<file path="src/rtl/fetch_ctrl_pkg.sv">
// fetch_ctrl_pkg
//   Shared definitions for the instruction-fetch controller and its
//   neighbour inst_mgmt: inst_sel codes, the NOP instruction word, the
//   fetch FSM state type and small PC helpers.
package fetch_ctrl_pkg;

    // inst_sel codes seen by inst_mgmt (2'b11 is reserved and never driven)
    localparam logic [1:0] INST_MEM = 2'd0;  // forward memory rdata
    localparam logic [1:0] INST_OLD = 2'd1;  // hold the previously forwarded word
    localparam logic [1:0] INST_NOP = 2'd2;  // squash, inst_mgmt injects NOP_INSTR

    // addi x0, x0, 0
    localparam logic [31:0] NOP_INSTR = 32'h0000_0013;

    typedef enum logic [1:0] {
        FETCH_BOOT  = 2'd0,
        FETCH_RUN   = 2'd1,
        FETCH_FLUSH = 2'd2
    } fetch_state_t;

    // Sequential PC step; wraps modulo 2^32 with no overflow indication.
    function automatic logic [31:0] pc_next(input logic [31:0] pc);
        return pc + 32'd4;
    endfunction

    // Redirect targets are forced word-aligned.
    function automatic logic [31:0] pc_align(input logic [31:0] addr);
        return {addr[31:2], 2'b00};
    endfunction

endpackage

</file>
<file path="src/rtl/fetch_ctrl.sv">
// fetch_ctrl
//   Instruction-fetch controller in front of inst_mgmt. Owns the PC, drives
//   the address of a synchronous instruction memory (1-cycle read latency),
//   tracks which PC the returned rdata belongs to and tells inst_mgmt whether
//   to forward (MEM), hold (OLD) or squash (NOP) the fetched word.
//
// Ports
//   clk            in   core clock, rising edge
//   rst            in   asynchronous active-low reset
//   stall          in   hazard hold request from decode/execute
//   branch_taken   in   redirect request
//   branch_target  in   redirect address [31:0] (low two bits dropped)
//   fetch_addr     out  instruction memory address [31:0] (combinational)
//   pc_id          out  PC of the word currently on memory rdata [31:0]
//   inst_sel       out  selector for inst_mgmt [1:0] (combinational)
//   flushing       out  high while the FSM is in FLUSH
//   dbg_state      out  current FSM state, for debug/checkers
//
// Handshake: there is no valid/ready pair. Every cycle inst_sel qualifies
// the word on rdata: MEM = rdata is mem[pc_id] and is consumed this cycle,
// OLD = consumer must keep its previous word, NOP = consumer inserts a NOP.
module fetch_ctrl
    import fetch_ctrl_pkg::*;
#(
    parameter logic [31:0] RESET_PC     = 32'h0000_0000,  // bits [1:0] must be 0
    parameter int          FLUSH_CYCLES = 2               // legal range 1..7
) (
    input  logic         clk,
    input  logic         rst,
    input  logic         stall,
    input  logic         branch_taken,
    input  logic [31:0]  branch_target,
    output logic [31:0]  fetch_addr,
    output logic [31:0]  pc_id,
    output logic [1:0]   inst_sel,
    output logic         flushing,
    output fetch_state_t dbg_state
);

    localparam logic [2:0] FLUSH_LOAD = 3'(FLUSH_CYCLES - 1);

    fetch_state_t r_state;
    logic [31:0]  r_pc;
    logic [31:0]  r_pc_id;
    logic [2:0]   r_flush_cnt;

    logic [31:0]  w_target;
    logic [31:0]  w_pc_inc;
    logic         w_unused_target_lsbs;

    assign w_target             = pc_align(branch_target);
    assign w_pc_inc             = pc_next(r_pc);
    assign w_unused_target_lsbs = ^branch_target[1:0];

    // State and PC registers. pc_id always trails the address presented one
    // cycle earlier, except while stalled where both freeze and the memory is
    // re-read at pc_id so rdata keeps showing the held word.
    always_ff @(posedge clk or negedge rst) begin
        if (!rst) begin
            r_state     <= FETCH_BOOT;
            r_pc        <= RESET_PC;
            r_pc_id     <= RESET_PC;
            r_flush_cnt <= 3'd0;
        end else begin
            case (r_state)
                FETCH_BOOT: begin
                    // stall and branch_taken are ignored while booting
                    r_pc    <= w_pc_inc;
                    r_pc_id <= r_pc;
                    r_state <= FETCH_RUN;
                end
                FETCH_RUN: begin
                    if (branch_taken) begin
                        r_pc        <= w_target;
                        r_pc_id     <= r_pc;
                        r_flush_cnt <= FLUSH_LOAD;
                        r_state     <= FETCH_FLUSH;
                    end else if (!stall) begin
                        r_pc    <= w_pc_inc;
                        r_pc_id <= r_pc;
                    end
                end
                FETCH_FLUSH: begin
                    // A new redirect restarts the flush; stall has no effect.
                    if (branch_taken) begin
                        r_pc        <= w_target;
                        r_pc_id     <= r_pc;
                        r_flush_cnt <= FLUSH_LOAD;
                    end else if (r_flush_cnt != 3'd0) begin
                        r_pc_id     <= r_pc;
                        r_flush_cnt <= r_flush_cnt - 3'd1;
                    end else begin
                        // rdata now holds mem[target]; it is forwarded next cycle
                        r_pc    <= w_pc_inc;
                        r_pc_id <= r_pc;
                        r_state <= FETCH_RUN;
                    end
                end
                default: begin
                    r_state <= FETCH_BOOT;
                end
            endcase
        end
    end

    // Output decode; branch_taken outranks stall in RUN.
    always_comb begin
        fetch_addr = r_pc;
        inst_sel   = INST_NOP;
        case (r_state)
            FETCH_RUN: begin
                if (branch_taken) begin
                    inst_sel = INST_NOP;
                end else if (stall) begin
                    fetch_addr = r_pc_id;
                    inst_sel   = INST_OLD;
                end else begin
                    inst_sel = INST_MEM;
                end
            end
            default: begin
                fetch_addr = r_pc;
                inst_sel   = INST_NOP;
            end
        endcase
    end

    assign pc_id     = r_pc_id;
    assign flushing  = (r_state == FETCH_FLUSH);
    assign dbg_state = r_state;

endmodule

</file>
<file path="config.mk">
export PLATFORM = sky130hd
export DESIGN_NAME = fetch_ctrl
export DESIGN_NICKNAME = d
export VERILOG_FILES = /design/src/rtl/fetch_ctrl_pkg.sv /design/src/rtl/fetch_ctrl.sv
export SDC_FILE = /design/constraint.sdc
export NUM_CORES = 1
export LEC_CHECK = 0
export BUFFER_PORTS_ARGS = -buffer_cell sky130_fd_sc_hd__buf_2
export CAP_MARGIN = 30
export CORE_MARGIN = 5
export CORE_UTILIZATION = 57
export CTS_CLUSTER_DIAMETER = 80
export DETAILED_ROUTE_END_ITERATION = 8
export PLACE_DENSITY = 0.83
export SKIP_LAST_GASP = 1
export SYNTH_ARGS = -nofsm -noshare
export SYNTH_HDL_FRONTEND = slang
export SYNTH_SLANG_ARGS = --single-unit
</file>
<file path="constraint.sdc">
create_clock -name clk -period 3.2 [get_ports clk]
set_clock_uncertainty 0.05 [all_clocks]
set_input_delay 0.32 -clock clk [delete_from_list [all_inputs] [get_ports clk]]
set_output_delay 0.32 -clock clk [all_outputs]
set_load 0.05 [all_outputs]
</file>
==> results.yml, run 1 <==
setup_path:
  crit_slowest_cell: "dfrtp_1"
  worstPathArrival_ns: 2.57
  critPathRequiredTime_ns: 2.83
  worst-path-buf-inv: 5
  path_cells: "inv_1, ha_1, or2b_4, inv_2, nand2_4, inv_2, buf_4, nand2_1, nand2_1, buf_2"
  worst-path-max-fanout: 20
  cp-start-kind: "register"
  crit_family: "buffers and inverters"
  critPathCaptureType: "primary output"
  worst_path_largest_cell_delay_ns: 0.44
  critPathKind: "register to primary output"
layout:
  fillers: 546
  final_cells: 616
  seqCellArea_sq_um: 1677
  area_delta_synth_final_pct: 19.38
  nets: 578
  drive_gt1_share_pct: 31.91
  n_antenna_cell: 0
  multiInputGateArea_sq_um: 1993
sta:
  finalSetupViolCount: 0
  final.setup.worst_slack_ns: 0.2569
  rsz0062_at_grt: "no"
  max-slew-margin-rel_pct: 41.21
  worstMarginPinSlew_ns: 0.8819
  holdWs_ns: 0.05136
  timing.final.max_slew_violations: 0
  max_freq_mhz: 339.8
  hold_viol: 0
  period_share_pct: 91.97
  tns_ns: 0
  fin_crit_ns: 2.943
clocking:
  hold_buffers: 0
  ctsResizeCount: 0
  clock_sinks: 67
  clk_pin_slew_worst_paths_ns: 0.07
  clk_path_buf_depth: 2
  cts_root_buf: "clkbuf_8"
  h-tree-depth: 3
  cts_tree: "yes"
  numCtsBuffers: 9
  clock_latency_ns: 0.34
  cts_post_setup_buffers_inserted: 0
min_path:
  min_path_type: "input pin to asynchronous set/reset pin"
synth:
  yosysWarnings: 0
  synth_nets: 485
  syn_avg_cell_area_sq_um: 8.668
  synth_top_area_share_pct: 43.86
  synthCells: 441
  synth.area.top_cells: "dfrtp_1, nand2_1, mux2_2"
  synth.largest_area_cell: "dfrtp_1"
  syn_area_sq_um: 3822
  synth_cell_types: 49
  synthArstFlopShare_pct: 100.0
  synth_seq_cells: 67
  ys.flop_type: "dfrtp_1"
  yosysSeqAreaShare_pct: 43.86
  synth-edff-count: 0
die:
  start_util_pct: 59.52
  die_area_sq_um: 8444
  rows: 29
  ios: 105
  core-area_sq_um: 6422
  fp.dieH_um: 91.89
  die_w_um: 91.89
global_route:
  gr-total-overflow: 0
  track_usage_pct: 25.04
  grt_pass1_vias: 3636
  grt_max_degree: 40
  antenna_found_initial: 0
  grt_pass1_wl_um: 17320
routing:
  drtAntennaViolNets: 0
  drc: 0
  first_iter_violations: 321
  routedWlPerCell_um: 16.40
  wl_um: 10110
  viasPerCell: 6.018
  vias: 3707
  drtPass1Iterations: 5
outcome:
  status: "complete, no violations"
placement:
  dp_cells: 600
  io_buffer_count: 102
  gp_congestion: 0.8757
  post-dp-hpwl_um: 7158
  dp_slack_ns: 0.5496
job:
  maxCapViolations: 0
[cells in the mapped netlist, drive strengths merged, types with 2 or more instances]
| library cell | count |
|---|---|
| nand2 | 118 |
| a21oi | 37 |
| buf | 10 |
| a31o | 2 |
| nand2b | 2 |
| mux2i | 2 |
| ha | 8 |
| o21bai | 2 |
| a2bb2oi | 6 |
| and4 | 2 |
| or3 | 2 |
| a31oi | 3 |
| and2 | 3 |
| inv | 9 |
| mux2 | 30 |
| o2bb2ai | 2 |
| o221a | 3 |
| a221oi | 2 |
| nor4 | 2 |
| nor3 | 8 |
| a211oi | 3 |
| nand3 | 17 |
| dfrtp | 67 |
| o211a | 2 |
| a311oi | 2 |
| nor2 | 25 |
| and3 | 5 |
| nand4 | 9 |
| o21ai | 20 |
| clkbuf | 19 |
| o22ai | 10 |
[worst register-to-register path, stage by stage, from the launching register on]
cell and delay [ns]:
dfrtp_1 0.44, inv_1 0.12, ha_1 0.20, or2b_4 0.31, inv_2 0.08, nand2_4 0.05, inv_2 0.25, a211o_1 0.55
nor2_1 0.17, a311oi_1 0.29, a311oi_1 0.07
[cell usage in the layout (no fill, tap or decap), drive strengths merged, types with 2 or more instances in the layout]
| master | count |
|---|---|
| a311oi | 2 |
| mux2 | 30 |
| o2bb2ai | 2 |
| nand2 | 118 |
| and2 | 3 |
| dfrtp | 67 |
| nand3 | 17 |
| inv | 9 |
| o21bai | 2 |
| ha | 8 |
| a2bb2oi | 6 |
| o21ai | 20 |
| o211a | 2 |
| mux2i | 2 |
| o221a | 3 |
| a221oi | 2 |
| nor4 | 2 |
| and3 | 5 |
| clkbuf | 11 |
| a211oi | 3 |
| clkinv | 4 |
| a31o | 2 |
| or3 | 2 |
| nor3 | 8 |
| and4 | 2 |
| nand2b | 2 |
| o22ai | 10 |
| buf | 111 |
| nand4 | 9 |
| a31oi | 3 |
| a21oi | 37 |
| nor2 | 25 |
[routing by layer]
layer  vias to the layer above  track usage, %  wire (um)
met3                        15           5.483        813
li1                       1732               -          -
met1                      1778           32.56       4197
met4                         0           9.530        158
met2                       182           41.12       4936
met5                         -               0          0
[stage by stage]
stage          cell area (sq um)  utilization (%)
2_1_floorplan               3822                -
4_1_cts                     4563            71.05
5_1_grt                     4563            71.05
6_report                    4563            71.05
3_3_place_gp                4378            68.17
3_5_place_dp                4378            68.17
[layout make-up]
class | instances | share of cell area, %
Multi-Input combinational cell | 336 | 43.68
Sequential cell | 67 | 36.74
Timing Repair Buffer | 111 | 12.67
Clock buffer | 11 | 2.879
Tap cell | 77 | 2.111
Clock inverter | 5 | 1.179
Inverter | 9 | 0.7403
[flip-flops by register name (all words and copies together) (netlist names)]
| signal | flops |
|---|---|
| r_flush_cnt | 3 |
| r_pc | 30 |
| pc_id | 32 |
| dbg_state | 2 |
[path summary, 6_finish.rpt]
path / startpoint / to / slack, ns / cells past startpoint
max: dbg_state[1] / fetch_addr[31] / 0.26 / 10
max in group asynchronous: rst / pc_id[0] / 2.14 / 2
min: rst / pc_id[14] / 0.05 / 1
max reg2reg: dbg_state[1] / r_pc[26] / 0.48 / 10
min in group clk: branch_target[23] / r_pc[23] / 0.18 / 2
min reg2reg: r_flush_cnt[0] / r_flush_cnt[0] / 0.44 / 1
[logic make-up after synthesis]
family	share of synthesized area (%)
AO/OA/AOI/OAI	16.76
multiplexers	9.362
adder cells (fa/ha/maj)	2.619
flip-flops	43.86
AND/OR/NAND/NOR	23.34
buffers and inverters	4.059
Power of run 1 is not shown: default switching activity piles up to over one toggle a cycle in this logic, so the estimate is an artifact.
==> run 2, diff against run 1 <==
--- a/config.mk
+++ b/config.mk
@@ -5,10 +5,11 @@
 export SDC_FILE = /design/constraint.sdc
 export NUM_CORES = 1
 export LEC_CHECK = 0
+export ABC_AREA = 1
 export BUFFER_PORTS_ARGS = -buffer_cell sky130_fd_sc_hd__buf_2
 export CAP_MARGIN = 30
 export CORE_MARGIN = 5
-export CORE_UTILIZATION = 57
+export CORE_UTILIZATION = 58
 export CTS_CLUSTER_DIAMETER = 80
 export DETAILED_ROUTE_END_ITERATION = 8
 export PLACE_DENSITY = 0.83
==> run 2 against run 1 <==
Hold slack improved by 0.14 ns. Core utilization rose by 0.75 points. First-iteration DRC count increased by 10%. Clock-buffer cell count decreased by 2. Synthesized cell count is 39% higher. Non-clock buffer count fell by 3. Routed wire length grew 11%. Critical path type unchanged.
==> results.yml, run 2 <==
synth:
  synthTopCellsByCount: "nand2_1, nor2_1, o21ai_0"
  ys.flop_type: "dfrtp_1"
  yosysSeqAreaShare_pct: 40.47
  yosysWarnings: 0
  synthCells: 614
  synth_cell_types: 32
  synth_most_common_cell: "nand2_1"
  syn_avg_cell_area_sq_um: 6.747
  synth_seq_cells: 67
  synth.area.top_cells: "dfrtp_1, nand2_1, o21ai_0"
  synth-edff-count: 0
  synth.largest_area_cell: "dfrtp_1"
  synthArstFlopShare_pct: 100.0
  synth_nets: 658
  synth_top_area_share_pct: 40.47
  syn_area_sq_um: 4143
die:
  rows: 30
  fp.dieH_um: 94.52
  die_area_sq_um: 8933
  core-area_sq_um: 6869
  start_util_pct: 60.31
  ios: 105
  die_w_um: 94.52
routing:
  vias: 4313
  drc: 0
  first_iter_violations: 353
  routedWlPerCell_um: 13.83
  wl_um: 11230
  viasPerCell: 5.312
  drtPass1Iterations: 6
  drtAntennaViolNets: 0
clocking:
  numCtsBuffers: 9
  clock_latency_ns: 0.35
  h-tree-depth: 3
  cts_tree: "yes"
  clk_pin_slew_worst_paths_ns: 0.08
  cts_root_buf: "clkbuf_8"
  clock_sinks: 67
  clk_path_buf_depth: 2
  ctsResizeCount: 0
setup_path:
  reg2regPathDepth: 9
  rr_endpoint: "r_pc[13]"
  critPathCaptureType: "primary output"
  worst-path-buf-inv: 3
  worst-path-max-fanout: 39
  worstSetupEndpoint: "fetch_addr[28]"
  crit_family: "buffers and inverters"
  critPathKind: "register to primary output"
  cp.depth: 8
  path_cells: "inv_1, ha_1, nand2_2, nor2_4, buf_12, nand2_1, o21ai_0, buf_2"
  rrSetupSlack_ns: 0.92
  cp-start-kind: "register"
  rr_startpoint: "dbg_state[1]"
  worstPathArrival_ns: 2.41
  critPathRequiredTime_ns: 2.83
  worst_path_largest_cell_delay_ns: 0.48
  crit_slowest_cell: "nor2_4"
  cp-startpoint: "dbg_state[1]"
sta:
  tns_ns: 0
  finalSetupViolCount: 0
  rsz0062_at_grt: "no"
  hold_viol: 0
  final.setup.worst_slack_ns: 0.4162
  max_freq_mhz: 359.2
  worstMarginPinSlew_ns: 0.5960
  max-slew-margin-rel_pct: 60.17
  period_share_pct: 86.99
  fin_crit_ns: 2.784
  timing.final.max_slew_violations: 0
layout:
  finish.utilization_pct: 71.80
  n_antenna_cell: 0
  largest_reg_flops: 32
  drive_gt1_share_pct: 19.13
  layout_common_cells: "nand2_1, buf_2, nor2_1, o21ai_0, dfrtp_1"
  final_common_cell: "nand2_1"
  fillers: 599
  multiInputGateArea_sq_um: 2101
  nets: 755
  seqCellArea_sq_um: 1677
  area_delta_synth_final_pct: 19.06
placement:
  post-dp-hpwl_um: 8499
  io_buffer_count: 102
  gp_congestion: 0.9288
  dp_slack_ns: 0.8396
global_route:
  grt_max_degree: 59
  grt_pass1_vias: 4008
  gr-total-overflow: 0
  antenna_found_initial: 0
  track_usage_pct: 26.04
  grt_pass1_wl_um: 18400
min_path:
  min_path_type: "input pin to register"
  worstHoldStart: "branch_target[3]"
outcome:
  status: "complete, no violations"
job:
  maxCapViolations: 0
run 2: worst reg2reg max path, stage by stage (launching register included):
cell	delay (ns)
dfrtp_1	0.43
inv_1	0.14
ha_1	0.18
nand2_2	0.10
nor2_4	0.48
nor2_8	0.22
inv_4	0.29
nor2_1	0.09
nand2_1	0.08
o21ai_0	0.09
run 2: final cells by class:
cell class / count / area share (%)
multi-input cells: 466 / 42.59
flip-flops and latches: 67 / 33.99
repair buffers: 108 / 11.57
inverters: 59 / 4.541
clock buffers: 9 / 2.511
well taps: 96 / 2.435
clock inverters: 7 / 2.359
run 2: worst min-delay path by stage:
stage,to,slack [ns],cells after the start
after global routing,r_pc[3],0.20,3
after CTS,r_pc[3],0.19,3
after floorplan,dbg_state[0],-0.03,0
final,r_pc[3],0.19,3
after global placement,pc_id[5],0.18,1
after detailed placement,pc_id[5],0.18,1
run 2: timing repair:
action / CTS / global route
setup buffers: 0 / 0
hold endpoints to repair: 12 / 0
endpoints found under the setup margin: 0 / 0
hold buffers: 1 / 0
run 2: through the flow:
step	std cells	hold slack [ns]	area, sq um
after CTS	812	0.1933	4932
after detailed placement	795	0.1802	4682
after global routing	812	0.1989	4932
after floorplan	614	-0.02559	4143
final	812	0.1905	4932
after global placement	795	0.1762	4682
run 2: kinds of logic after synthesis:
kind of cell,count (synthesis),share of synthesized area [%]
flops,67,40.47
simple gates,343,33.62
xor+xnor,2,0.4229
compound gates,113,14.26
buf+inv,81,8.819
fa+ha+maj,8,2.416
run 2: metal layers:
metal | vias up | track usage [%] | wire length, um | share of wire, %
li1 | 2154 | - | - | -
met1 | 1986 | 34.96 | 5091 | 45
met2 | 150 | 42.67 | 5210 | 46
met3 | 23 | 4.622 | 706 | 6.3
met4 | 0 | 8.654 | 224 | 2.0
met5 | - | 0 | 0 | 0
Power of run 2 is left out for the same reason.
==> run 3, diff against run 2 <==
--- a/config.mk
+++ b/config.mk
@@ -12,6 +12,7 @@
 export CORE_UTILIZATION = 58
 export CTS_CLUSTER_DIAMETER = 80
 export DETAILED_ROUTE_END_ITERATION = 8
+export GPL_TIMING_DRIVEN = 0
 export PLACE_DENSITY = 0.83
 export SKIP_LAST_GASP = 1
 export SYNTH_ARGS = -nofsm -noshare
==> run 3 against run 2 <==
Non-clock buffer count up 16. Largest cell class unchanged. Final area up 1.7%. Critical path type unchanged. First-iteration DRC count up 0.28%.
==> results.yml, run 3 (same netlist as run 2, synthesis figures left out) <==
sta:
  finalSetupViolCount: 0
  period_share_pct: 80.11
  max_freq_mhz: 390.1
  worstMarginPinSlew_ns: 0.8936
  final.setup.worst_slack_ns: 0.6365
  timing.final.max_slew_violations: 0
  max-slew-margin-rel_pct: 40.43
  fin_crit_ns: 2.564
  rsz0062_at_grt: "no"
  hold_viol: 0
routing:
  routedWlPerCell_um: 15.30
  viasPerCell: 5.429
  vias: 4495
  drtPass1Iterations: 5
  drtAntennaViolNets: 0
  wl_um: 12670
  drc: 0
  first_iter_violations: 354
clocking:
  clk_path_buf_depth: 2
  numCtsBuffers: 9
  hold_buffers: 0
  ctsResizeCount: 0
  clk_pin_slew_worst_paths_ns: 0.08
  clock_sinks: 67
  cts_tree: "yes"
  clock_latency_ns: 0.35
  cts_root_buf: "clkbuf_8"
  cts_post_setup_buffers_inserted: 0
  h-tree-depth: 3
die:
  core-area_sq_um: 6869
  die_w_um: 94.52
  rows: 30
  start_util_pct: 60.31
  ios: 105
  die_area_sq_um: 8933
  fp.dieH_um: 94.52
setup_path:
  reg2regPathDepth: 7
  cp-start-kind: "register"
  rrSetupSlack_ns: 1.02
  critPathRequiredTime_ns: 2.83
  critPathKind: "register to primary output"
  rr_startpoint: "dbg_state[0]"
  worstPathArrival_ns: 2.19
  rr_endpoint: "r_pc[7]"
  critPathCaptureType: "primary output"
  worst-path-max-fanout: 10
layout:
  layout_common_cells: "nand2_1, buf_2, nor2_1, o21ai_0, dfrtp_1"
  largest_reg_flops: 32
  area_delta_synth_final_pct: 21.08
  finish.utilization_pct: 73.02
  final_common_cell: "nand2_1"
  drive_gt1_share_pct: 19.81
  nets: 771
  final_cells: 828
  n_antenna_cell: 0
  stdcell_area_sq_um: 5016
job:
  maxCapViolations: 0
global_route:
  gr-max-usage-layer: "met2"
  grt_pass1_vias: 4349
  grt.met1_usage_pct: 39.43
  met2_usage_pct: 47.70
  antenna_found_initial: 0
  use_met3_pct: 4.542
  grt_max_degree: 68
  grt_pass1_wl_um: 20620
  gr-total-overflow: 0
  track_usage_pct: 29.55
placement:
  gp_congestion: 0.9601
  placed_area_sq_um: 4776
  dp_cells: 812
  io_buffer_count: 102
  dp_slack_ns: 1.017
  post-dp-hpwl_um: 9429
outcome:
  status: "complete, no violations"
min_path:
  min_path_type: "input pin to asynchronous set/reset pin"
==> run 3: per-layer routing <==
layer,vias up,part of all wire (%)
met3,30,8.1
met4,0,2.5
met2,223,47
met1,2066,42
li1,2176,-
met5,-,0
==> run 3: layout make-up <==
type,count,area (sq um)
Buffer,22,141.4
Clock buffer,9,123.9
Tap cell,96,120.1
Timing Repair Buffer,102,513.0
Clock inverter,7,116.4
Fill cell,599,1853
Sequential cell,67,1677
Multi-Input combinational cell,466,2101
Inverter,59,224.0
==> run 3: how the worst max path moves through the flow <==
stage                 startpoint        endpoint
floorplan           dbg_state[1]  fetch_addr[22]
global placement    dbg_state[1]  fetch_addr[31]
finish              dbg_state[1]  fetch_addr[31]
global route        dbg_state[1]  fetch_addr[20]
CTS                 dbg_state[1]  fetch_addr[31]
detailed placement  dbg_state[1]  fetch_addr[31]
==> run 3: worst max-delay path: stages, from the launching register on <==
cell and delay, ns:
dfrtp_1 0.42, inv_1 0.13, ha_1 0.18, nand2_2 0.09, nor2_4 0.25, buf_4 0.24, inv_1 0.09, nand2_1 0.06
o21ai_0 0.07, inv_1 0.05, buf_2 0.25
==> run 3: through the flow <==
step,hold WS (ns),setup TNS (ns)
after floorplan,-0.02559,-1.526
after global placement,0.4348,0
after detailed placement,0.4306,0
after CTS,0.06044,0
after global routing,0.09875,0
final,0.006379,0
Power of run 3 is left out for the same reason.
